File: src/rtl/mdu_iter.sv
// mdu_iter: iterative radix-2 shift-add multiplier / restoring divider with HI/LO.
// Build option: define MDU_DIV_EN to include DIV/DIVU; without it only MULT/MULTU exist.
module mdu_iter #(
    parameter int WIDTH = 32,
    parameter int CNT_W = $clog2(WIDTH + 1)
) (
    input  logic             clk,
    input  logic             rst,
    input  logic             start,
    input  logic [1:0]       op,
    input  logic [WIDTH-1:0] a,
    input  logic [WIDTH-1:0] b,
    input  logic             flush,
    input  logic             hi_we,
    input  logic             lo_we,
    input  logic [WIDTH-1:0] wdata,
    output logic             busy,
    output logic             done,
    output logic             dz,
    output logic [WIDTH-1:0] hi,
    output logic [WIDTH-1:0] lo
);
    typedef enum logic [1:0] {S_IDLE = 2'd0, S_CALC = 2'd1, S_FIX = 2'd2} state_t;
    localparam logic [CNT_W-1:0] LAST_ITER = CNT_W'(WIDTH - 1);

    state_t             state, state_nxt;
    logic [CNT_W-1:0]   cnt;
    logic               accept;
    logic               is_signed;
    logic [WIDTH-1:0]   a_mag, b_mag;
    logic [2*WIDTH-1:0] acc;
    logic [2*WIDTH-1:0] mcand;
    logic [WIDTH-1:0]   opb;
    logic               sign_q;
    logic [2*WIDTH-1:0] prod_fix;
    logic [WIDTH-1:0]   fix_hi, fix_lo;
    logic               fix_dz;
`ifdef MDU_DIV_EN
    logic               is_div_q;
    logic               rsign_q;
    logic               dz_q;
    logic [WIDTH-1:0]   a_raw;
    logic [WIDTH:0]     div_sh, div_diff;
`endif

    function automatic logic [WIDTH-1:0] neg_w(input logic [WIDTH-1:0] v, input logic s);
        return s ? -v : v;
    endfunction

    function automatic logic [2*WIDTH-1:0] neg_2w(input logic [2*WIDTH-1:0] v, input logic s);
        return s ? -v : v;
    endfunction

    // Signed ops work on magnitudes; the sign is restored in FIX
    assign is_signed = ~op[0];
    assign a_mag     = neg_w(a, is_signed & a[WIDTH-1]);
    assign b_mag     = neg_w(b, is_signed & b[WIDTH-1]);

`ifdef MDU_DIV_EN
    assign accept = (state == S_IDLE) && start && !flush;
`else
    assign accept = (state == S_IDLE) && start && !flush && !op[1];
`endif

    assign busy = (state != S_IDLE);

    // Next-state logic; flush aborts anything in flight
    always_comb begin
        state_nxt = state;
        unique case (state)
            S_IDLE:  if (accept) state_nxt = S_CALC;
            S_CALC:  if (cnt == LAST_ITER) state_nxt = S_FIX;
            S_FIX:   state_nxt = S_IDLE;
            default: state_nxt = S_IDLE;
        endcase
        if (flush && (state != S_IDLE)) state_nxt = S_IDLE;
    end

    // State register and iteration counter
    always_ff @(posedge clk) begin
        if (rst) begin
            state <= S_IDLE;
            cnt   <= '0;
        end else begin
            state <= state_nxt;
            if (accept)
                cnt <= '0;
            else if (state == S_CALC)
                cnt <= cnt + CNT_W'(1);
        end
    end

`ifdef MDU_DIV_EN
    // Restoring step: remainder shifted left with next dividend bit, trial-subtract divisor
    assign div_sh   = {acc[2*WIDTH-1:WIDTH], acc[WIDTH-1]};
    assign div_diff = div_sh - {1'b0, opb};
`endif

    // Operand latch on accept, then one iteration per CALC cycle
    always_ff @(posedge clk) begin
        if (accept) begin
            sign_q <= is_signed & (a[WIDTH-1] ^ b[WIDTH-1]);
            mcand  <= {{WIDTH{1'b0}}, a_mag};
            opb    <= b_mag;
`ifdef MDU_DIV_EN
            is_div_q <= op[1];
            rsign_q  <= is_signed & a[WIDTH-1];
            dz_q     <= op[1] && (b == '0);
            a_raw    <= a;
            acc      <= op[1] ? {{WIDTH{1'b0}}, a_mag} : '0;
`else
            acc      <= '0;
`endif
        end else if (state == S_CALC) begin
`ifdef MDU_DIV_EN
            if (is_div_q) begin
                if (!div_diff[WIDTH])
                    acc <= {div_diff[WIDTH-1:0], acc[WIDTH-2:0], 1'b1};
                else
                    acc <= {div_sh[WIDTH-1:0], acc[WIDTH-2:0], 1'b0};
            end else
`endif
            begin
                if (opb[0]) acc <= acc + mcand;
                mcand <= mcand << 1;
                opb   <= opb >> 1;
            end
        end
    end

    // Sign correction and HI/LO selection for the FIX cycle
    always_comb begin
        prod_fix = neg_2w(acc, sign_q);
        fix_hi   = prod_fix[2*WIDTH-1:WIDTH];
        fix_lo   = prod_fix[WIDTH-1:0];
        fix_dz   = 1'b0;
`ifdef MDU_DIV_EN
        if (is_div_q) begin
            if (dz_q) begin
                fix_lo = '1;
                fix_hi = a_raw;
                fix_dz = 1'b1;
            end else begin
                fix_lo = neg_w(acc[WIDTH-1:0], sign_q);
                fix_hi = neg_w(acc[2*WIDTH-1:WIDTH], rsign_q);
            end
        end
`endif
    end

    // HI/LO: result write at FIX, mthi/mtlo only while idle; done/dz pulse with the write
    always_ff @(posedge clk) begin
        if (rst) begin
            hi   <= '0;
            lo   <= '0;
            done <= 1'b0;
            dz   <= 1'b0;
        end else begin
            done <= 1'b0;
            dz   <= 1'b0;
            if ((state == S_FIX) && !flush) begin
                hi   <= fix_hi;
                lo   <= fix_lo;
                done <= 1'b1;
                dz   <= fix_dz;
            end else if (state == S_IDLE) begin
                if (hi_we) hi <= wdata;
                if (lo_we) lo <= wdata;
            end
        end
    end

endmodule
File: config.mk
export PLATFORM = sky130hd
export DESIGN_NAME = mdu_iter
export DESIGN_NICKNAME = d
export VERILOG_FILES = /design/src/rtl/mdu_iter.sv
export SDC_FILE = /design/constraint.sdc
export NUM_CORES = 1
export LEC_CHECK = 0
export CORE_UTILIZATION = 60
export CTS_BUF_LIST = sky130_fd_sc_hd__clkbuf_2
export DETAILED_ROUTE_END_ITERATION = 6
export PLACE_DENSITY = 0.93
export SLEW_MARGIN = 10
export SYNTH_ARGS = -nofsm -noshare
export SYNTH_HDL_FRONTEND = slang
export SYNTH_SLANG_ARGS = --single-unit
File: constraint.sdc
create_clock -name clk -period 6.4 [get_ports clk]
set_clock_uncertainty 0.1 [all_clocks]
set_input_delay 0.64 -clock clk [delete_from_list [all_inputs] [get_ports clk]]
set_output_delay 0.64 -clock clk [all_outputs]
set_load 0.01 [all_outputs]
==> results of run 1 <==
## through the flow
step / power [mW] / util / std cells / setup slack [ns] / hold slack, ns
after floorplan: 2.72 / - / 1873 / 2.73 / 0.349
after global placement: 3.07 / 0.691 / 2269 / 2.28 / 0.363
after detailed placement: 3.12 / 0.691 / 2269 / 2.18 / 0.377
after CTS: 4.13 / 0.712 / 2370 / 2.07 / 0.360
after global routing: 4.38 / 0.713 / 2371 / 1.82 / 0.384
final: 4.15 / 0.713 / 2371 / 1.99 / 0.372
## cell usage after synthesis (all sizes together), types with 4 or more instances
cell / instances / area [um^2]
nand2: 284 / 1070
a21oi: 170 / 851
dfxtp: 169 / 3380
o21ai: 165 / 826
nor2: 146 / 548
xnor2: 125 / 1090
clkbuf: 93 / 349
a211oi: 76 / 571
ha: 67 / 838
mux2i: 67 / 671
edfxtp: 65 / 1950
xor2: 46 / 403
nor3: 40 / 200
inv: 38 / 143
o31ai: 29 / 218
nand3: 28 / 140
a21o: 26 / 195
nand4: 22 / 144
nand2b: 21 / 131
o41ai: 19 / 204
nor4: 16 / 115
o21bai: 16 / 120
buf: 15 / 60.1
or3: 15 / 98.8
a31oi: 14 / 87.6
o21a: 11 / 82.6
or4: 11 / 86.3
nor2b: 9 / 56.3
o211ai: 6 / 45.0
a221oi: 5 / 43.8
and2: 5 / 31.3
or2: 5 / 31.3
a21boi: 4 / 30.0
and3: 4 / 25.0
nand3b: 4 / 30.0
nor3b: 4 / 30.0
o22ai: 4 / 25.0
## report_power, final
group	leakage, nW	internal [mW]	switching [mW]
registers	1.99	1.66	0.169
clock network	0.398	0.405	0.618
logic	4.46	0.561	0.739
total	6.84	2.62	1.53
## registers in the layout (all words and copies together), names as in the netlist
register and count:
acc 64, mcand 64, hi 32, lo 32
opb 32, cnt 6, state 2, done 1
sign_q 1
## logic make-up after synthesis
kind of cell,Yosys count,share of synthesized area
AOI/OAI and AO/OA,567,0.230
adders and majority gates,68,0.0565
muxes,67,0.0441
xor gates and xnor gates,171,0.0986
buffers and inverters,146,0.0363
and+or+nand+nor,619,0.183
DFF,234,0.351
other,1,0.000247
## routing by layer
metal	vias up	part of all wire
met4	0	0.032
met2	712	0.44
li1	7064	-
met5	-	0
met3	83	0.095
met1	6794	0.43
## worst max-delay path, delay by kind of cell, from the launching register on
| kind | cells | cell delay, ns |
|---|---|---|
| buffers and inverters | 1 | 0.21 |
| AND/OR/NAND/NOR | 2 | 0.51 |
| AO/OA/AOI/OAI | 8 | 2.39 |
| flip-flops | 1 | 0.42 |
| adder cells (fa/ha/maj) | 2 | 0.69 |
## path summary, 6_finish.rpt
| check | from | endpoint | cells past startpoint |
|---|---|---|---|
| worst max-delay path | mcand[0] | acc[56] | 13 |
| worst max register to register | mcand[0] | acc[56] | 13 |
| worst min register to register | mcand[48] | mcand[49] | 2 |
| worst min-delay path | mcand[48] | mcand[49] | 2 |
## cell type report
type | instances | area (um^2) | share of cell area
clock inverter | 27 | 168 | 0.00956
sequential | 234 | 5340 | 0.304
antenna | 1 | 2.50 | 0.000143
tap | 324 | 405 | 0.0231
inverter | 38 | 143 | 0.00814
timing repair buffer | 180 | 1770 | 0.101
clock buffer | 74 | 370 | 0.0211
multi-input combinational | 1493 | 9340 | 0.533
## cell usage in the layout (no fill, tap or decap), drive strengths merged, types with 16 or more instances in the layout
cell type,n
mux2i,67
xor2,46
o31ai,29
a21o,26
nor3,40
clkinv,22
clkbuf,74
o21ai,165
nand2b,21
nand2,284
nor4,16
inv,40
a21oi,170
a211oi,76
nor2,146
dfxtp,169
edfxtp,65
xnor2,125
o41ai,19
clkdlybuf4s50,168
nand4,22
nand3,28
ha,67
o21bai,16
==> results.toml, run 1 <==
[yosys]
postSynthCellCount = 1873
syn_nets = 2045
yosysWarnings = 0
synth-seq-area-share = 0.351
synth_area_mm2 = 0.0152
postSynthAreaPerCell_um2 = 8.11
synth_enable_flop_cells = 65
ys.flop_type = "dfxtp_1"
yosys_register_bits = 234
async_reset_ff_frac = 0
synth.distinct_cells = 63

[timing]
maxSlewHeadroom = 0.237
finalCritPeriodShare = 0.689
setup-tns-final_ns = 0
min_period_ns = 4.41
fmax_mhz = 227
worst_pin_slew_ns = 1.14
rsz0062_at_grt = "no"
slew_violations = 0
finalHoldViolCount = 0
finalSetupViolCount = 0

[pwr]
leakagePower_nw = 6.84
powerDensity_mw_per_mm2 = 237
ir_drop_mv = 0.112

[clocking]
postCtsHoldBufs = 0
numCtsBuffers = 57
cts_tree = "yes"
cts.sinks = 234
clk_latency_ns = 0.85
h-tree-depth = 2
postCtsSetupBuffers = 0
root_buffer = "clkbuf_2"
cts_resized = 0
cts_buffer_depth = 3
path_clk_slew_ns = 0.12

[die]
ios = 171
die_x_um = 161
die_area_mm2 = 0.0260
row_count = 57
start_util = 0.618
die_y_um = 161
core_mm2 = 0.0246

[critical_path]
critical_path.cell_chain = "ha_1 -> fa_1 -> a21oi_1 -> o22ai_1 -> o41ai_1 -> a2111oi_0 -> buf_4 -> o2111ai_1 -> a21oi_1 -> a21oi_1 -> nor3_1 -> or4_1 -> a32o_1"
cpMostUsedCell = "a21oi_1"
cp_max_fo = 5
max_stage_delay_ns = 0.81
required_ns = 7.04
crit_arrival_ns = 5.05
crit_slowest_cell = "o41ai_1"
critical_path_class = "reg2reg"
startpoint_type = "register"
r2r_slack_ns = 1.99
setup.worst_path.end_class = "register"

[place]
gp_congestion = 1.00
dpl.hpwl_mm = 32.2
dpl_cell_area_mm2 = 0.0170
portBuffers = 169

[drt]
drtIter0Drc = 1539
vias_per_cell = 6.18
wirelength_mm = 42.5
route.detailed.drc = 0
vias = 14700
wire_per_inst_um = 17.9
firstDrtPassIters = 6
drt.antenna.violating_nets = 0

[global_routing]
grt_usage = 0.321
use_met3 = 0.0593
globalRouteMet1Util = 0.438
grt_pass1_vias = 13400
grt_max_degree = 102
busiest_layer = "met2"
grt_pass1_wl_mm = 67.8
grtUsageMet2 = 0.503
antenna_found_initial = 1
gr-total-overflow = 0

[run]
max_cap_violations = 0

[final_layout]
fin_nets = 2176
drive_gt1_frac = 0.0591
fin_area_mm2 = 0.0175
fill_cells = 1903
syn_to_final_growth_pct = 15.4

[status]
status = "completed"

[hold_path]
min_path_type = "reg2reg"
Note: power is estimated with default switching activity, not from simulation.
==> inputs of run 2 (changes only) <==
Settings changed: CORE_UTILIZATION 60 to 53, PLACE_DENSITY 0.93 to 0.88.
Clock period 6.4 ns to 3.8 ns, I/O delays scaled along.
==> results.toml, run 2 (synthesis gave the netlist of run 1 again) <==
[status]
status = "completed"

[clocking]
postCtsSetupBuffers = 0
root_buffer = "clkbuf_2"
postCtsHoldBufs = 0
h-tree-depth = 2
cts.sinks = 234
clk_latency_ns = 0.90
cts_tree = "yes"
path_clk_slew_ns = 0.12
cts_buffer_depth = 3
numCtsBuffers = 60

[final_layout]
top_regs = "acc (64), mcand (64)"
drive_gt1_frac = 0.0757
mostFrequentLayoutCell = "nand2_1"
final_cell_mix = "nand2_1, dfxtp_1, clkdlybuf4s50_1, a21oi_1, o21ai_0"
stdcell_count = 2466
fin_nets = 2209
fin_util = 0.640
syn_to_final_growth_pct = 17.9

[pwr]
sw_frac_of_total = 0.365
internal_power_mw = 4.54
ir_drop_mv = 0.221
power_frac_seq = 0.424
power_mw = 7.15
leakagePower_nw = 7.03
clockPowerShare = 0.252
power.net_switching_mw = 2.61
powerDensity_mw_per_mm2 = 399
combPwrFrac = 0.324

[critical_path]
crit_arrival_ns = 4.28
crit_family = "compound AO/OA/AOI/OAI gates"
cp_max_fo = 6
crit_slowest_cell = "edfxtp_1"
critical_path_class = "reg2reg"
reg2reg_from = "mcand[8]"
setup.worst_path.end_class = "register"
max_stage_delay_ns = 0.42
critical_path.cell_chain = "ha_1 -> a211oi_1 -> nor2_1 -> nor3_1 -> a21oi_2 -> o2111a_1 -> o31a_1 -> o21bai_1 -> a21boi_0 -> or3_1 -> a32o_1"
startpoint_type = "register"
crit_buf_inv = 0
r2r_slack_ns = 0.18
required_ns = 4.46
cp-startpoint = "mcand[8]"

[place]
dp.cells = 2353
portBuffers = 169
dpl.hpwl_mm = 32.3
gp_congestion = 0.958

[hold_path]
min_path_type = "in2reg"
holdCritStartpoint = "rst"

[global_routing]
grt_pass1_wl_mm = 67.8
gr-total-overflow = 0
antenna_found_initial = 2
grt_pass1_vias = 13600
grt_max_degree = 84
grt_usage = 0.287

[drt]
wirelength_mm = 42.4
route.detailed.drc = 0
drt.antenna.violating_nets = 0
vias_per_cell = 5.92
vias = 14600
firstDrtPassIters = 5
drtIter0Drc = 1220
wire_per_inst_um = 17.2

[die]
row_count = 61
core_mm2 = 0.0280
start_util = 0.543
ios = 171
die_y_um = 171
die_area_mm2 = 0.0294
die_x_um = 171

[timing]
rsz0062_at_grt = "no"
worst_pin_slew_ns = 0.997
finalCritPeriodShare = 0.952
maxSlewHeadroom = 0.336
finalHoldViolCount = 0
slew_violations = 0
min_period_ns = 3.62
finalSetupViolCount = 0
setup-tns-final_ns = 0
fmax_mhz = 277

[run]
max_cap_violations = 0
==> run 2: cell count changes in the layout (fill, tap and decap cells not counted), sizes merged <==
cell,before,now
inv,40,38
buf,12,42
clkbuf,74,82
clkinvlp,1,0
clkinv,22,28
==> run 2: path summary, 6_finish.rpt <==
path               end  cells past startpoint
max            acc[61]                     11
min             lo[27]                      2
max reg2reg    acc[61]                     11
min reg2reg  mcand[52]                      2
==> run 2: what timing repair did <==
action | CTS | global route
setup endpoints to repair | 0 | 5
endpoints found under the hold margin | 0 | 0
gates resized for setup | 0 | 5
==> run 2: power by group through the flow <==
stage,Combinational (mW),Sequential (mW),Clock [mW]
5_1_grt,2.55,3.06,1.95
3_3_place_gp,2.22,3.07,0
2_1_floorplan,1.54,3.04,0
4_1_cts,2.28,3.02,1.83
3_5_place_dp,2.27,3.08,0
6_report,2.32,3.03,1.80
==> run 2: area by class of cell <==
cell class | instances | area, um^2
Tap cell | 378 | 473
Clock inverter | 30 | 171
Inverter | 38 | 143
Sequential cell | 234 | 5340
Clock buffer | 82 | 410
Timing Repair Buffer | 210 | 2020
Antenna cell | 1 | 2.50
Fill cell | 2330 | 10100
Multi-Input combinational cell | 1493 | 9360
==> run 2: per-layer routing <==
metal | track usage | vias to the layer above | share of wire | wire [um]
li1 | - | 7124 | - | -
met1 | 0.379 | 6756 | 0.44 | 18700
met2 | 0.461 | 616 | 0.44 | 18600
met3 | 0.0637 | 91 | 0.094 | 4000
met4 | 0.0974 | 0 | 0.026 | 1110
met5 | 0 | - | 0 | 0
==> run 2: stage by stage <==
step | area, um^2 | setup WS (ns) | hold slack [ns]
3_5_place_dp | 17300 | 0.113 | 0.366
6_report | 17900 | 0.184 | 0.0768
5_1_grt | 17900 | 0.0365 | 0.0558
4_1_cts | 17900 | 0.0229 | 0.0134
2_1_floorplan | 15200 | 0.132 | 0.349
3_3_place_gp | 17300 | 0.115 | 0.358
==> run 2: worst reg2reg max path: stages (launching register included) <==
cell,delay (ns)
edfxtp_1,0.42
ha_1,0.39
a211oi_1,0.29
nor2_1,0.08
nor3_1,0.28
a21oi_2,0.16
o2111a_1,0.29
o31a_1,0.29
o21bai_1,0.38
a21boi_0,0.20
or3_1,0.38
a32o_1,0.25
